[src/rtl/vga_pattern_gen.sv]
// VGA timing generator with four selectable test patterns.
// The registered outputs show pixel (h_cnt,v_cnt) one clock after the counters hold it.
module vga_pattern_gen #(
  parameter int unsigned COLOR_W  = 4,
  parameter int unsigned H_ACTIVE = 640,
  parameter int unsigned H_FP     = 16,
  parameter int unsigned H_SYNC   = 96,
  parameter int unsigned H_BP     = 48,
  parameter int unsigned V_ACTIVE = 480,
  parameter int unsigned V_FP     = 10,
  parameter int unsigned V_SYNC   = 2,
  parameter int unsigned V_BP     = 33,
  parameter bit          HS_POL   = 1'b0,
  parameter bit          VS_POL   = 1'b0,
  parameter int unsigned CHK_LOG2 = 5,
  localparam int unsigned H_TOTAL = H_ACTIVE + H_FP + H_SYNC + H_BP,
  localparam int unsigned V_TOTAL = V_ACTIVE + V_FP + V_SYNC + V_BP,
  localparam int unsigned H_W     = $clog2(H_TOTAL),
  localparam int unsigned V_W     = $clog2(V_TOTAL)
) (
  input  logic                 clk,
  input  logic                 reset,
  input  logic [1:0]           mode,
  input  logic [3*COLOR_W-1:0] solid_rgb,
  output logic                 hs,
  output logic                 vs,
  output logic                 blank,
  output logic [COLOR_W-1:0]   r,
  output logic [COLOR_W-1:0]   g,
  output logic [COLOR_W-1:0]   b,
  output logic [H_W-1:0]       pix_x,
  output logic [V_W-1:0]       pix_y,
  output logic                 frame_start
);

  localparam int unsigned RGB_W    = 3 * COLOR_W;
  localparam int unsigned HS_START = H_ACTIVE + H_FP;
  localparam int unsigned HS_END   = HS_START + H_SYNC - 1;
  localparam int unsigned VS_START = V_ACTIVE + V_FP;
  localparam int unsigned VS_END   = VS_START + V_SYNC - 1;
  localparam int unsigned BAR_W    = (H_ACTIVE / 8 > 0) ? H_ACTIVE / 8 : 1;
  localparam int unsigned BP_W     = (BAR_W > 1) ? $clog2(BAR_W) : 1;
  localparam int unsigned XA_W     = $clog2(H_ACTIVE);
  localparam int unsigned YA_W     = $clog2(V_ACTIVE);

  logic [H_W-1:0]   h_cnt;
  logic [V_W-1:0]   v_cnt;
  logic             h_last;
  logic             v_last;
  logic [BP_W-1:0]  bar_pos;
  logic [2:0]       bar_idx;
  logic [1:0]       mode_q;
  logic [RGB_W-1:0] solid_q;

  logic             active_c;
  logic             hs_c;
  logic             vs_c;
  logic [RGB_W-1:0] pat_c;

  assign h_last = (h_cnt == H_W'(H_TOTAL - 1));
  assign v_last = (v_cnt == V_W'(V_TOTAL - 1));

  // Raster position counters.
  always_ff @(posedge clk) begin
    if (reset) begin
      h_cnt <= '0;
      v_cnt <= '0;
    end else if (h_last) begin
      h_cnt <= '0;
      v_cnt <= v_last ? '0 : v_cnt + V_W'(1);
    end else begin
      h_cnt <= h_cnt + H_W'(1);
    end
  end

  // Bar index tracks min(h_cnt / BAR_W, 7) incrementally instead of dividing.
  always_ff @(posedge clk) begin
    if (reset || h_last) begin
      bar_pos <= '0;
      bar_idx <= '0;
    end else if (bar_pos == BP_W'(BAR_W - 1)) begin
      bar_pos <= '0;
      if (bar_idx != 3'd7) begin
        bar_idx <= bar_idx + 3'd1;
      end
    end else begin
      bar_pos <= bar_pos + BP_W'(1);
    end
  end

  // Pattern controls are latched on the last pixel so a frame never changes mid-way.
  always_ff @(posedge clk) begin
    if (reset) begin
      mode_q  <= '0;
      solid_q <= '0;
    end else if (h_last && v_last) begin
      mode_q  <= mode;
      solid_q <= solid_rgb;
    end
  end

  always_comb begin
    active_c = (h_cnt < H_W'(H_ACTIVE)) && (v_cnt < V_W'(V_ACTIVE));
    hs_c     = (h_cnt >= H_W'(HS_START) && h_cnt <= H_W'(HS_END)) ? HS_POL : ~HS_POL;
    vs_c     = (v_cnt >= V_W'(VS_START) && v_cnt <= V_W'(VS_END)) ? VS_POL : ~VS_POL;
    pat_c    = '0;
    case (mode_q)
      2'd0:    pat_c = {{COLOR_W{bar_idx[2]}}, {COLOR_W{bar_idx[1]}}, {COLOR_W{bar_idx[0]}}};
      2'd1:    pat_c = {RGB_W{h_cnt[CHK_LOG2] ^ v_cnt[CHK_LOG2]}};
      2'd2:    pat_c = {h_cnt[XA_W-1 -: COLOR_W], v_cnt[YA_W-1 -: COLOR_W], COLOR_W'(0)};
      default: pat_c = solid_q;
    endcase
    if (!active_c) begin
      pat_c = '0;
    end
  end

  always_ff @(posedge clk) begin
    if (reset) begin
      hs          <= ~HS_POL;
      vs          <= ~VS_POL;
      blank       <= 1'b1;
      r           <= '0;
      g           <= '0;
      b           <= '0;
      pix_x       <= '0;
      pix_y       <= '0;
      frame_start <= 1'b0;
    end else begin
      hs          <= hs_c;
      vs          <= vs_c;
      blank       <= ~active_c;
      {r, g, b}   <= pat_c;
      pix_x       <= h_cnt;
      pix_y       <= v_cnt;
      frame_start <= (h_cnt == '0) && (v_cnt == '0);
    end
  end

endmodule
[config.mk]
export PLATFORM = sky130hd
export DESIGN_NAME = vga_pattern_gen
export DESIGN_NICKNAME = d
export VERILOG_FILES = /design/src/rtl/vga_pattern_gen.sv
export SDC_FILE = /design/constraint.sdc
export NUM_CORES = 1
export LEC_CHECK = 0
export ABC_AREA = 1
export BUFFER_PORTS_ARGS = -buffer_cell sky130_fd_sc_hd__clkbuf_2
export CAP_MARGIN = 20
export CORE_MARGIN = 4
export CORE_UTILIZATION = 40
export CTS_BUF_LIST = sky130_fd_sc_hd__clkbuf_4
export DETAILED_ROUTE_END_ITERATION = 8
export SYNTH_ARGS = -nofsm -noshare
export SYNTH_HDL_FRONTEND = slang
export SYNTH_SLANG_ARGS = --single-unit
[constraint.sdc]
create_clock -name clk -period 2.1 [get_ports clk]
set_input_delay 0.525 -clock clk [delete_from_list [all_inputs] [get_ports clk]]
set_output_delay 0.525 -clock clk [all_outputs]
set_load 0.005 [all_outputs]
* Word-level counts from Yosys, hierarchy flattened
Index checks and enable logic that the tools add are counted.
** Storage, ports and cells
- Flip-flop bits (word level) :: 80
- Input port bits :: 16
- Output and inout port bits :: 36
- Logic and storage cells :: 50
** Operators by class
- $add $sub $neg :: 4
- $lt $le $gt $ge :: 6
- Equality and inequality tests :: 6
- Mux-type cells :: 4
- Bitwise gates (word level) :: 2
- Reduce and logical (&&, ||, !) cells :: 13
** Operators by type and width (count)
- $pmux W12 S3 :: 1
- $add A10 B1 Y10 const B :: 2
- $eq A10 B10 Y1 const B :: 2
- $logic_not A10 Y1 :: 2
- $ge A10 B10 Y1 const B :: 1
- $ge A10 B9 Y1 const B :: 1
- $le A10 B10 Y1 const B :: 1
- $le A10 B9 Y1 const B :: 1
- $lt A10 B10 Y1 const B :: 1
- $lt A10 B9 Y1 const B :: 1
- $mux W10 :: 1
- $add A7 B1 Y7 const B :: 1
- $eq A7 B7 Y1 const B :: 1
- $reduce_or A2 Y1 :: 3
- $logic_and A1 B1 Y1 :: 5
- $add A3 B1 Y3 const B :: 1
- $ne A3 B3 Y1 const B :: 1
- $eq A2 B1 Y1 const B :: 1
- $eq A2 B2 Y1 const B :: 1
- $logic_not A2 Y1 :: 1
- $mux W1 :: 2
- $reduce_and A2 Y1 :: 1
- $logic_or A1 B1 Y1 :: 1
- $not A1 Y1 :: 1
- $xor A1 B1 Y1 :: 1

* Depth between registers and ports, before layout
Gate-level depths: netlist (run 1).
- Word-level depth :: 4
- Mapped depth :: 10

* Worst setup path before layout (run 1)
OpenSTA, ideal clock, no wires.
- Path kind :: reg2reg
- From :: reg v_cnt[0]
- To :: reg solid_q[2]
- Arrival time :: 1290 ps
- Data required time :: 1986 ps
- Slack :: 696 ps
- Stages on the path, launching flop included :: 9
- Path buffers :: 1
- Period minus slack after synthesis :: 1404 ps
- Cell sequence :: dfxtp_1 inv_1 ha_1 nand2_1 nor3_2 buf_2 nand3_1 nand2_1 nor2_2
** On the way
- Word-level cells in the longest chain between the ends :: 2
** Ends and longest elaborated chain
- from (decl) :: line 47 : logic [V_W-1:0] v_cnt;
- from (signal assigned) :: line 70 : v_cnt <= v_last ? '0 : v_cnt + V_W'(1);
- $eq A10 B10 Y1 :: line 61 : assign v_last = (v_cnt == V_W'(V_TOTAL - 1));
- $logic_and A1 B1 Y1 :: line 96 : end else if (h_last && v_last) begin
- to (signal assigned) :: line 98 : solid_q <= solid_rgb;
- to (decl) :: line 53 : logic [RGB_W-1:0] solid_q;
Every way passes these cells.
A chain may end at the register's enable or synchronous reset.

* Worst setup path in the final report (run 1)
- From :: reg h_cnt[0]
- To :: reg v_cnt[1]
** On the way
- Word-level cells in the longest chain between the ends :: 1
** Ends and longest elaborated chain
- from (decl) :: line 46 : logic [H_W-1:0] h_cnt;
- from (signal assigned) :: line 72 : h_cnt <= h_cnt + H_W'(1);
- $eq A10 B10 Y1 :: line 60 : assign h_last = (h_cnt == H_W'(H_TOTAL - 1));
Every way passes these cells.

==> impl_table.tex, run 1 <==
\begin{tabular}{lr}
\hline
Metric & Value \\
\hline
\multicolumn{2}{l}{\textbf{Cells and area}} \\
Number of diodes added for antenna fixing & 0 \\
Final standard cell area without fillers & 0.003886 mm² \\
Footprint of the multi-input gates & 0.001409 mm² \\
Net count reported at finish & around 540 \\
Fraction of final layout cells with drive strength greater than 1 & 16.22\% \\
Number of filler instances in the final layout & about 860 \\
Combined flip-flop and latch cell area & about 0.0016 mm² \\
Synthesis-to-layout area growth & 15.51\% \\
\multicolumn{2}{l}{\textbf{Yosys}} \\
Post-synthesis share of cell area spent on and, or, nand and nor gates & around 32\% \\
Distinct cell type count of the synthesized netlist & 28 \\
Post-synthesis mux area share & 0\% \\
Synth cell count leaders & sky130\_fd\_sc\_hd\_\_nor2\_1 (113), sky130\_fd\_sc\_hd\_\_dfxtp\_1 (80), sky130\_fd\_sc\_hd\_\_nand2\_1 (76) \\
Dominant cell by count in the synthesized netlist & sky130\_fd\_sc\_hd\_\_nor2\_1 \\
Post-synthesis share of cell area spent on full adders, half adders and majority gates & about 2.6\% \\
Library cell with the largest summed area after synthesis & sky130\_fd\_sc\_hd\_\_dfxtp\_1 \\
Xor/xnor share of the synthesized area & 1.822\% \\
Post-synthesis cell count & 464 \\
Async set or reset register ratio after synthesis & 0\% \\
Top cells by area, synth & sky130\_fd\_sc\_hd\_\_dfxtp\_1 (48\%), sky130\_fd\_sc\_hd\_\_nor2\_1 (13\%), sky130\_fd\_sc\_hd\_\_nand2\_1 (8.5\%), sky130\_fd\_sc\_hd\_\_inv\_1 (7.6\%), sky130\_fd\_sc\_hd\_\_nand3\_1 (5.8\%) \\
Yosys warning count & 0 \\
Synthesized-area fraction occupied by ao, oa, aoi and oai cells & 5.058\% \\
Most used flip-flop cell after synthesis & sky130\_fd\_sc\_hd\_\_dfxtp\_1 \\
Count of flip-flops with a built-in enable after synthesis & 0 \\
Synth top area share & 47.60\% \\
Combinational family with the most area after synthesis & simple AND/OR/NAND/NOR gates \\
Syn Std Cell Area & 0.003364 mm² \\
Post-Syn Area per Cell & between 7 and 8 µm² \\
Net count of the mapped netlist & 487 \\
Total of flip-flops plus latches after synthesis & 80 \\
Sequential share of the synthesized area & 47.60\% \\
\multicolumn{2}{l}{\textbf{Detailed routing}} \\
DRC violation count after routing & 0 \\
Router iterations before antenna repair & 6 \\
Mean routed wirelength per cell & 11.62 µm \\
Detailed-route vias per instance & 4.542 \\
Starting DRT DRC Count & 164 \\
Routed Wire Length & 7307 µm \\
Antenna Violating Nets Remaining & 0 \\
Number of vias in the routed layout & 2857 \\
\multicolumn{2}{l}{\textbf{STA}} \\
Layout Skew & 10.50 ps \\
Portion of the clock cycle consumed by the worst path in the final layout & 79.27\% \\
Max Transition Viols Final & 0 \\
Final setup violating endpoints & 0 \\
Relative slew margins & between 60\% and 70\% \\
Maximum clock rate & 600.7 MHz \\
RSZ-0062 raised after global routing & false \\
Post-route minimum period & 1665 ps \\
Worst Max-Slew Pin Slew & between 500 and 600 ps \\
Final sum of negative setup slack & 0 ps \\
Number of endpoints with negative hold slack in the final report & 0 \\
\multicolumn{2}{l}{\textbf{Place}} \\
Port Buffer Count & 51 \\
Instance area at placement & 0.003709 mm² \\
Post-DP HPWL & 5457 µm \\
Gpl congestion & 0.8579 \\
\multicolumn{2}{l}{\textbf{Clock tree}} \\
Clock sinks & 80 \\
Count of buffers added by post-CTS timing repair for setup & 0 \\
Deepest clock path buffer count & 2 \\
Root buffer cell & sky130\_fd\_sc\_hd\_\_clkbuf\_4 \\
Count of H-tree levels built during CTS & 3 \\
TritonCTS clock tree & yes \\
Later-pin clock latency in the skew report & 410 ps \\
Cts-stage hold buffer count & 0 \\
Post-CTS Resized & 0 \\
CTS clock-pin slew for the worst setup and hold paths & 120 ps \\
Cts bufs inserted & 9 \\
\multicolumn{2}{l}{\textbf{Die}} \\
Die ar. & just under 0.01 mm² \\
I/O pin count & between 50 and 60 \\
Die span in y & $\sim$100 µm \\
Die Span X & $\sim$100 µm \\
Core Region & a little over 0.008 mm² \\
Starting density of the core & 40.95\% \\
Cell Rows & 33 \\
\multicolumn{2}{l}{\textbf{Worst setup path}} \\
Endpoint kind of the worst setup timing path & flip-flop \\
Maximum fanout along the worst path & 6 \\
Data arrival time of the worst path & roughly 2000 ps \\
Required time of the critical path & 2380 ps \\
CP Launch Type & flip-flop \\
Beginning of the worst register-to-register path & h\_cnt[0]\$\_SDFF\_PP0\_ \\
Crit Path Class & flip-flop to flip-flop \\
Slack of the worst reg-to-reg path & 440 ps \\
Launch point of the critical path & h\_cnt[0]\$\_SDFF\_PP0\_ \\
\multicolumn{2}{l}{\textbf{Job}} \\
Max-cap violations & 0 \\
\multicolumn{2}{l}{\textbf{GRT}} \\
First-pass GRT wire length & 12700 µm \\
Maximum number of pins on one net before global-route repair & 28 \\
Total congestion overflow & 0 \\
Antenna violations before repair & 0 \\
Global-route usage over all layers & 15.72\% \\
Via count of the first global-routing pass & 2735 \\
\multicolumn{2}{l}{\textbf{Min path}} \\
Path category of the worst min-delay check & input pin to flip-flop \\
Worst hold path startpoint & solid\_rgb[9] \\
\multicolumn{2}{l}{\textbf{Power}} \\
Worst ir drop on vdd & 0.3537 mV \\
Leakage dissipation & 1.777 nW \\
Pwr per Cell Area & 703.8 mW/mm² \\
\multicolumn{2}{l}{\textbf{Outcome}} \\
Outcome & finished, final reports clean \\
\hline
\end{tabular}
==> layer usage <==
metal,vias up,routed length (µm),part of all wire [%],track usage [%]
met2,51,3294,45,24.37
met1,1277,3652,50,21.70
met4,0,44,0.60,4.412
li1,1527,-,-,-
met5,-,0,0,0
met3,2,315,4.3,3.927
==> final timing paths <==
path,endpoint,cells after the start
worst max-delay path,v_cnt[1]$_SDFFE_PP0N_,6
worst min register to register,bar_pos[0]$_SDFF_PP0_,1
worst max register to register,v_cnt[1]$_SDFFE_PP0N_,6
worst min-delay path,solid_q[9]$_SDFFE_PP0P_,5
==> registers in the layout, summed over array words and instances, names as in the netlist, 4 cells and up <==
signal,flops
b,4
bar_pos,7
g,4
h_cnt,10
pix_x,10
pix_y,10
r,4
solid_q,12
v_cnt,10
==> worst max-delay path, stage by stage (launching register included) <==
cell and delay (ps):
sky130_fd_sc_hd__dfxtp_1 400, sky130_fd_sc_hd__ha_1 220, sky130_fd_sc_hd__nand2_2 90, sky130_fd_sc_hd__nor2_4 160, sky130_fd_sc_hd__nand4_4 130, sky130_fd_sc_hd__o21ai_1 450, sky130_fd_sc_hd__nor2_1 100
==> metrics by stage <==
| stage | hold WS (ps) | instances | util, % | power (mW) | worst slack, ps |
|---|---|---|---|---|---|
| 5_1_grt | 388.3 | 629 | 47.30 | 2.865 | 226.9 |
| 2_1_floorplan | 413.4 | 464 | - | 1.637 | 695.8 |
| 6_report | 408.8 | 629 | 47.30 | 2.735 | 435.2 |
| 4_1_cts | 396.1 | 629 | 47.30 | 2.774 | 414.3 |
| 3_5_place_dp | 438.3 | 613 | 45.13 | 1.675 | 438.0 |
| 3_3_place_gp | 433.7 | 613 | 45.13 | 1.673 | 471.8 |
==> cell families (layout without fill, tap and decap cells) <==
kind of cell / count (synthesis) / after routing
and+or+nand+nor: 251 / 251
buffers and inverters: 85 / 145
DFF: 80 / 80
AOI/OAI and AO/OA: 34 / 34
adders and majority gates: 7 / 7
xor gates and xnor gates: 7 / 7
==> cells in the final DEF, fill, tap and decap left out, types with 2 or more instances in the layout <==
| cell type | Yosys | routed |
|---|---|---|
| sky130_fd_sc_hd__a21oi_1 | 7 | 7 |
| sky130_fd_sc_hd__buf_4 | 2 | 5 |
| sky130_fd_sc_hd__bufinv_16 | 0 | 3 |
| sky130_fd_sc_hd__clkbuf_2 | 0 | 51 |
| sky130_fd_sc_hd__clkbuf_4 | 0 | 9 |
| sky130_fd_sc_hd__clkinv_1 | 1 | 3 |
| sky130_fd_sc_hd__dfxtp_1 | 80 | 80 |
| sky130_fd_sc_hd__ha_1 | 7 | 7 |
| sky130_fd_sc_hd__inv_1 | 68 | 68 |
| sky130_fd_sc_hd__inv_2 | 4 | 4 |
| sky130_fd_sc_hd__nand2_1 | 76 | 76 |
| sky130_fd_sc_hd__nand2_2 | 2 | 2 |
| sky130_fd_sc_hd__nand3_1 | 39 | 39 |
| sky130_fd_sc_hd__nand4_1 | 7 | 7 |
| sky130_fd_sc_hd__nor2_1 | 113 | 113 |
| sky130_fd_sc_hd__nor2_2 | 2 | 2 |
| sky130_fd_sc_hd__nor2_4 | 3 | 3 |
| sky130_fd_sc_hd__nor3_1 | 3 | 3 |
| sky130_fd_sc_hd__nor4_1 | 2 | 2 |
| sky130_fd_sc_hd__o21ai_0 | 25 | 25 |
| sky130_fd_sc_hd__o21ai_1 | 2 | 2 |
| sky130_fd_sc_hd__xnor2_1 | 2 | 2 |
| sky130_fd_sc_hd__xor2_1 | 5 | 5 |
==> power by group <==
part / switching, mW / total, mW / internal [mW]
sequential: 0.0105 / 1.54 / 1.53
clock: 0.503 / 1.10 / 0.593
combinational: 0.0564 / 0.0960 / 0.0395
==> cell type report <==
class / count / share of cell area [%]
Sequential cell: 80 / 41.21
Inverter: 73 / 7.051
Timing Repair Buffer: 56 / 7.534
Clock inverter: 7 / 2.833
Tap cell: 105 / 3.381
Multi-Input combinational cell: 299 / 36.25
Clock buffer: 9 / 1.739
Power figures use the tool's default switching activity.
==> run 2: changes to the inputs <==
clock period = 1.4 ns   (was 2.1 ns; I/O delays follow)
==> run 2 against run 1 <==
Against the previous run: the flow now finishes with violations (setup timing); register-to-register slack got worse by 440 ps; setup slack lost 440 ps; critical path depth increased by 2; total power up 54%; die area did not move; largest cell class unchanged; critical path type unchanged; via count rose by 6.2%.
==> impl_table.tex, run 2 (synthesis results as in run 1) <==
\begin{tabular}{lr}
\hline
Metric & Value \\
\hline
\multicolumn{2}{l}{\textbf{Die}} \\
Die ar. & 0.009942 mm² \\
Core Region & 0.008217 mm² \\
Die span in y & 99.71 µm \\
Starting density of the core & 40.95\% \\
Cell Rows & 33 \\
I/O pin count & 52 \\
Die Span X & 99.71 µm \\
\multicolumn{2}{l}{\textbf{Cells and area}} \\
Combined flip-flop and latch cell area & between 0.0015 and 0.002 mm² \\
Fraction of final layout cells with drive strength greater than 1 & 27.11\% \\
Number of filler instances in the final layout & 807 \\
Number of diodes added for antenna fixing & 0 \\
Most used cells in the layout excluding fill and tap cells & sky130\_fd\_sc\_hd\_\_nor2\_1 (103), sky130\_fd\_sc\_hd\_\_nand2\_1 (73), sky130\_fd\_sc\_hd\_\_dfxtp\_1 (71), sky130\_fd\_sc\_hd\_\_inv\_1 (65), sky130\_fd\_sc\_hd\_\_clkbuf\_2 (51) \\
Footprint of the multi-input gates & 0.001516 mm² \\
Most common cell after layout, fill and taps aside & sky130\_fd\_sc\_hd\_\_nor2\_1 \\
Net count reported at finish & roughly 580 \\
Synthesis-to-layout area growth & 28.71\% \\
Utilization of the core after routing & about 53\% \\
Register name with the most flops & solid\_q \\
Number of flip-flops in the largest register & 12 \\
\multicolumn{2}{l}{\textbf{Worst setup path}} \\
Slowest cell on crit path & sky130\_fd\_sc\_hd\_\_dfxtp\_2 \\
Crit Path Class & flip-flop to flip-flop \\
Data arrival time of the worst path & 1800 ps \\
CP Launch Type & flip-flop \\
Required time of the critical path & around 1800 ps \\
Maximum fanout along the worst path & 7 \\
Peak per-stage delay on the critical path & 380 ps \\
Endpoint kind of the worst setup timing path & flip-flop \\
Series of cell instances along the critical path & ha\_4, nand2\_4, nor2\_4, nand4\_4, nor2\_4, clkbuf\_16, nor2\_1, nor2\_1 \\
\multicolumn{2}{l}{\textbf{GRT}} \\
Met1 GRT Util & about a fifth \\
GR met2 Demand/Resource & 26.78\% \\
First-pass GRT wire length & 13020 µm \\
Global-route usage over all layers & 16.56\% \\
Maximum number of pins on one net before global-route repair & 23 \\
Busiest metal layer after global routing & met2 \\
Antenna violations before repair & 0 \\
Total congestion overflow & 0 \\
Global routing met3 resource utilization & 4.208\% \\
Via count of the first global-routing pass & 2906 \\
\multicolumn{2}{l}{\textbf{Power}} \\
Worst ir drop on vdd & 0.4211 mV \\
Pwr per Cell Area & 973.7 mW/mm² \\
Leakage dissipation & 1.996 nW \\
Final Total Pwr & 4.217 mW \\
\multicolumn{2}{l}{\textbf{Outcome}} \\
Outcome & complete, but fails checks \\
Failing checks & setup timing \\
\multicolumn{2}{l}{\textbf{Detailed routing}} \\
Detailed-route vias per instance & 4.585 \\
Mean routed wirelength per cell & 12.39 µm \\
Router iterations before antenna repair & 4 \\
DRC violation count after routing & 0 \\
Number of vias in the routed layout & 3035 \\
Antenna Violating Nets Remaining & 0 \\
Starting DRT DRC Count & 97 \\
Routed Wire Length & 8200 µm \\
\multicolumn{2}{l}{\textbf{Place}} \\
Post-DP HPWL & 5934 µm \\
Gpl congestion & between 0.8 and 0.9 \\
Port Buffer Count & 51 \\
\multicolumn{2}{l}{\textbf{Clock tree}} \\
Root buffer cell & sky130\_fd\_sc\_hd\_\_clkbuf\_4 \\
Cts bufs inserted & 9 \\
Later-pin clock latency in the skew report & 450 ps \\
TritonCTS clock tree & yes \\
Count of H-tree levels built during CTS & 3 \\
CTS clock-pin slew for the worst setup and hold paths & 130 ps \\
Clock sinks & 80 \\
Cts-stage hold buffer count & 0 \\
Deepest clock path buffer count & 2 \\
\multicolumn{2}{l}{\textbf{STA}} \\
Layout Skew & around 20 ps \\
RSZ-0062 raised after global routing & true \\
Max Transition Viols Final & 0 \\
Post-route minimum period & 1404 ps \\
Final setup violating endpoints & 2 \\
Maximum clock rate & 712.0 MHz \\
Relative slew margins & about three quarters \\
Number of endpoints with negative hold slack in the final report & 0 \\
Portion of the clock cycle consumed by the worst path in the final layout & 100.3\% \\
Setup WS post-layout & -4.398 ps \\
Worst Max-Slew Pin Slew & between 300 and 400 ps \\
\multicolumn{2}{l}{\textbf{Job}} \\
Max-cap violations & 0 \\
\multicolumn{2}{l}{\textbf{Min path}} \\
Path category of the worst min-delay check & input pin to flip-flop \\
\hline
\end{tabular}
-- run 2: cell types whose count changed in the layout (fill, tap and decap cells not counted), sizes merged --
cell,delta
clkbuf,+3
buf,+31
clkinvlp,-1
-- run 2: critical path: cells and delay by family, from the launching register on --
| family | cells | cell delay [ps] |
|---|---|---|
| fa+ha+maj | 1 | 160 |
| simple gates | 6 | 640 |
| flops | 1 | 380 |
| buf+inv | 1 | 180 |
-- run 2: area by class of cell --
cell class | count | share of cell area, %
flip-flops and latches | 80 | 37.24
multi-input cells | 299 | 35.02
repair buffers | 89 | 14.04
inverters | 73 | 6.443
well taps | 105 | 3.034
clock inverters | 6 | 2.485
clock buffers | 10 | 1.734
-- run 2: final timing paths --
| path | startpoint | endpoint | slack, ps | depth (start not counted) |
|---|---|---|---|---|
| max reg2reg | h_cnt[1]$_SDFF_PP0_ | solid_q[7]$_SDFFE_PP0P_ | -4 | 8 |
| min reg2reg | bar_pos[0]$_SDFF_PP0_ | bar_pos[0]$_SDFF_PP0_ | 430 | 1 |
| max | h_cnt[1]$_SDFF_PP0_ | solid_q[7]$_SDFFE_PP0P_ | -4 | 8 |
| min | solid_rgb[6] | solid_q[6]$_SDFFE_PP0P_ | 200 | 5 |
-- run 2: power by group --
part,switching [mW],internal [mW]
clock,0.812,0.919
sequential,0.0163,2.30
combinational,0.0931,0.0762
-- run 2: timing repair --
item / CTS / global route
gates cloned: 0 / 2
endpoints found under the setup margin: 35 / 49
resized for setup: 10 / 36
pin swaps: 4 / 24
buffers inserted: 1 / 5
-- run 2: metrics by stage --
stage | hold slack, ps | cell area [µm²] | setup slack [ps] | setup TNS [ps] | std cells
after floorplan | 413.4 | 3367 | 6.235 | 0 | 464
after global placement | 430.1 | 3909 | -65.09 | -672.7 | 638
after detailed placement | 441.9 | 3909 | -90.94 | -1200 | 638
after CTS | 155.6 | 4138 | 4.373 | 0 | 655
after global routing | 179.4 | 4330 | -119.9 | -1336 | 662
final | 200.0 | 4330 | -4.398 | -8.394 | 662
-- run 2: routing by layer --
metal / vias up / share of wire [%]
met2: 50 / 46
met5: - / 0
met1: 1375 / 48
met4: 0 / 2.0
met3: 12 / 3.9
li1: 1598 / -
==> run 3: changes to the inputs <==
RECOVER_POWER = 25   (was default)
clock period = 1.25 ns   (was 1.4 ns; I/O delays follow)
==> run 3 against run 2 <==
Against the previous run: the run still ends with setup timing left; register-to-register slack worse by 70 ps; worst hold slack worse by 43 ps; fmax is 5.7% higher; combinational power grew 34%; design area is 6.5% higher; highest routed layer unchanged.
==> impl_table.tex, run 3 (synthesis results as in run 1) <==
\begin{tabular}{lr}
\hline
Metric & Value \\
\hline
\multicolumn{2}{l}{\textbf{Outcome}} \\
Outcome & complete, but fails checks \\
Failing checks & setup timing \\
\multicolumn{2}{l}{\textbf{STA}} \\
Worst Max-Slew Pin Slew & between 200 and 300 ps \\
Setup WS post-layout & -79.06 ps \\
Post-route minimum period & 1329 ps \\
Portion of the clock cycle consumed by the worst path in the final layout & 106.3\% \\
RSZ-0062 raised after global routing & true \\
Layout Skew & 11.15 ps \\
Worst hold margin & 157.1 ps \\
Max Transition Viols Final & 0 \\
Relative slew margins & 80.91\% \\
Number of endpoints with negative hold slack in the final report & 0 \\
Maximum clock rate & roughly 750 MHz \\
Final setup violating endpoints & 29 \\
\multicolumn{2}{l}{\textbf{Place}} \\
Instance area at placement & around 0.0042 mm² \\
Cells after DPL & 660 \\
Worst Setup Slack post-DPL & -133.3 ps \\
Port Buffer Count & 51 \\
Gpl congestion & about 0.9 \\
Post-DP HPWL & 5987 µm \\
\multicolumn{2}{l}{\textbf{Worst setup path}} \\
Crit Path Class & flip-flop to flip-flop \\
Slowest cell on crit path & sky130\_fd\_sc\_hd\_\_dfxtp\_2 \\
Maximum fanout along the worst path & 3 \\
Endpoint kind of the worst setup timing path & flip-flop \\
CP Launch Type & flip-flop \\
Peak per-stage delay on the critical path & 380 ps \\
Cell with the most instances on the worst path & sky130\_fd\_sc\_hd\_\_nand2\_1 \\
Series of cell instances along the critical path & ha\_1, inv\_1, nor2\_1, nand2\_1, nor2\_2, nand2\_1, nand2\_1, nand2\_1, nor2\_1 \\
Data arrival time of the worst path & about 1700 ps \\
Required time of the critical path & 1640 ps \\
\multicolumn{2}{l}{\textbf{Power}} \\
Worst ir drop on vdd & 0.6123 mV \\
Clock power share & 40.9\% \\
Proportion of total power due to net switching & between 20\% and 30\% \\
Final Total Pwr & 4.773 mW \\
Net switching power & 1.076 mW \\
Share of power burned in combinational logic & 4.7\% \\
Cell internal pwr & 3.696 mW \\
Leakage dissipation & 2.083 nW \\
Part of the power in registers & 54.4\% \\
Pwr per Cell Area & 1035 mW/mm² \\
\multicolumn{2}{l}{\textbf{Cells and area}} \\
Synthesis-to-layout area growth & 37.08\% \\
Most used cells in the layout excluding fill and tap cells & sky130\_fd\_sc\_hd\_\_nor2\_1 (102), sky130\_fd\_sc\_hd\_\_nand2\_1 (68), sky130\_fd\_sc\_hd\_\_inv\_1 (63), sky130\_fd\_sc\_hd\_\_dfxtp\_1 (60), sky130\_fd\_sc\_hd\_\_clkbuf\_2 (51) \\
Number of flip-flops in the largest register & 12 \\
Number of diodes added for antenna fixing & 0 \\
Final standard cell area without fillers & 0.004612 mm² \\
Net count reported at finish & 593 \\
Most common cell after layout, fill and taps aside & sky130\_fd\_sc\_hd\_\_nor2\_1 \\
Register name with the most flops & solid\_q \\
Post-route non-filler standard cell count & 680 \\
Number of filler instances in the final layout & 786 \\
Fraction of final layout cells with drive strength greater than 1 & 36.70\% \\
Footprint of the multi-input gates & $\sim$0.0017 mm² \\
Combined flip-flop and latch cell area & 0.001627 mm² \\
\multicolumn{2}{l}{\textbf{Clock tree}} \\
CTS clock-pin slew for the worst setup and hold paths & 130 ps \\
TritonCTS clock tree & yes \\
Cts-stage hold buffer count & 0 \\
Later-pin clock latency in the skew report & 440 ps \\
Deepest clock path buffer count & 2 \\
Cts bufs inserted & 9 \\
Clock sinks & 80 \\
Root buffer cell & sky130\_fd\_sc\_hd\_\_clkbuf\_4 \\
Count of H-tree levels built during CTS & 3 \\
\multicolumn{2}{l}{\textbf{Die}} \\
I/O pin count & 52 \\
Starting density of the core & 40.95\% \\
Die Span X & 99.71 µm \\
Cell Rows & 33 \\
Core Region & 0.008217 mm² \\
Die span in y & 99.71 µm \\
Die ar. & 0.009942 mm² \\
\multicolumn{2}{l}{\textbf{Detailed routing}} \\
Detailed-route vias per instance & 4.634 \\
Router iterations before antenna repair & 4 \\
Starting DRT DRC Count & 130 \\
DRC violation count after routing & 0 \\
Number of vias in the routed layout & between 3k and 4k \\
Routed Wire Length & 8205 µm \\
Mean routed wirelength per cell & 12.07 µm \\
Antenna Violating Nets Remaining & 0 \\
\multicolumn{2}{l}{\textbf{Min path}} \\
Path category of the worst min-delay check & input pin to flip-flop \\
\multicolumn{2}{l}{\textbf{GRT}} \\
Total congestion overflow & 0 \\
Maximum number of pins on one net before global-route repair & 23 \\
Antenna violations before repair & 0 \\
Via count of the first global-routing pass & 2982 \\
Global-route usage over all layers & between 15 and 20\% \\
First-pass GRT wire length & 13700 µm \\
\multicolumn{2}{l}{\textbf{Job}} \\
Max-cap violations & 0 \\
\hline
\end{tabular}
run 3: cell types whose count changed in the layout (fill, tap and decap cells not counted), moves of 10 or more:
| cell | before | now |
|---|---|---|
| sky130_fd_sc_hd__o21ai_2 | 0 | 10 |
| sky130_fd_sc_hd__o21ai_0 | 23 | 11 |
| sky130_fd_sc_hd__nand3_1 | 36 | 25 |
| sky130_fd_sc_hd__dfxtp_1 | 71 | 60 |
| sky130_fd_sc_hd__buf_4 | 32 | 46 |
| sky130_fd_sc_hd__nand3_2 | 3 | 14 |
| sky130_fd_sc_hd__dfxtp_2 | 9 | 20 |
run 3: area by class of cell:
type                    count  share of cell area (%)
multi-input cells         299                   36.03
repair buffers            107                   15.68
flip-flops and latches     80                   35.27
well taps                 105                   2.849
clock inverters             7                   2.604
clock buffers               9                   1.465
inverters                  73                   6.104
run 3: repair_timing:
action                                  in CTS  in global routing
cloned                                       2                  0
endpoints found under the setup margin      50                 66
setup buffers                                2                  1
gates resized for setup                     36                 55
pin swaps                                   10                 14
run 3: critical path: cells and delay by family (launching register included):
| family | cells | cell delay, ps |
|---|---|---|
| adder cells (fa/ha/maj) | 1 | 180 |
| buffers and inverters | 1 | 60 |
| flip-flops | 1 | 380 |
| AND/OR/NAND/NOR | 7 | 660 |
run 3: metrics by stage:
stage,TNS (ps),util [%]
floorplan,-466.0,-
global placement,-2070,50.83
detailed placement,-2555,50.83
CTS,-1607,54.45
global route,-4917,56.13
finish,-1505,56.13
run 3: path summary, 6_finish.rpt:
kind | from | end | slack [ps] | cells past startpoint
worst min register to register | bar_pos[4]$_SDFF_PP0_ | bar_pos[4]$_SDFF_PP0_ | 480 | 2
worst min-delay path | solid_rgb[7] | solid_q[7]$_SDFFE_PP0P_ | 160 | 5
worst max-delay path | v_cnt[0]$_SDFFE_PP0N_ | v_cnt[8]$_SDFFE_PP0N_ | -80 | 9
worst max register to register | v_cnt[0]$_SDFFE_PP0N_ | v_cnt[8]$_SDFFE_PP0N_ | -80 | 9
run 3: per-layer routing:
layer,routed length (µm),vias to the layer above,GRT usage [%]
li1,-,1639,-
met1,3900,1440,23.24
met2,3873,58,27.09
met3,288,14,3.927
met4,142,0,6.723
met5,0,-,0
run 3: power by group through the flow:
| stage | clock (mW) | sequential, mW | combinational [mW] |
|---|---|---|---|
| global placement | 0 | 2.65 | 0.190 |
| finish | 1.95 | 2.60 | 0.226 |
| detailed placement | 0 | 2.65 | 0.192 |
| CTS | 1.99 | 2.59 | 0.207 |
| global route | 2.12 | 2.60 | 0.251 |
| floorplan | 0 | 2.65 | 0.104 |
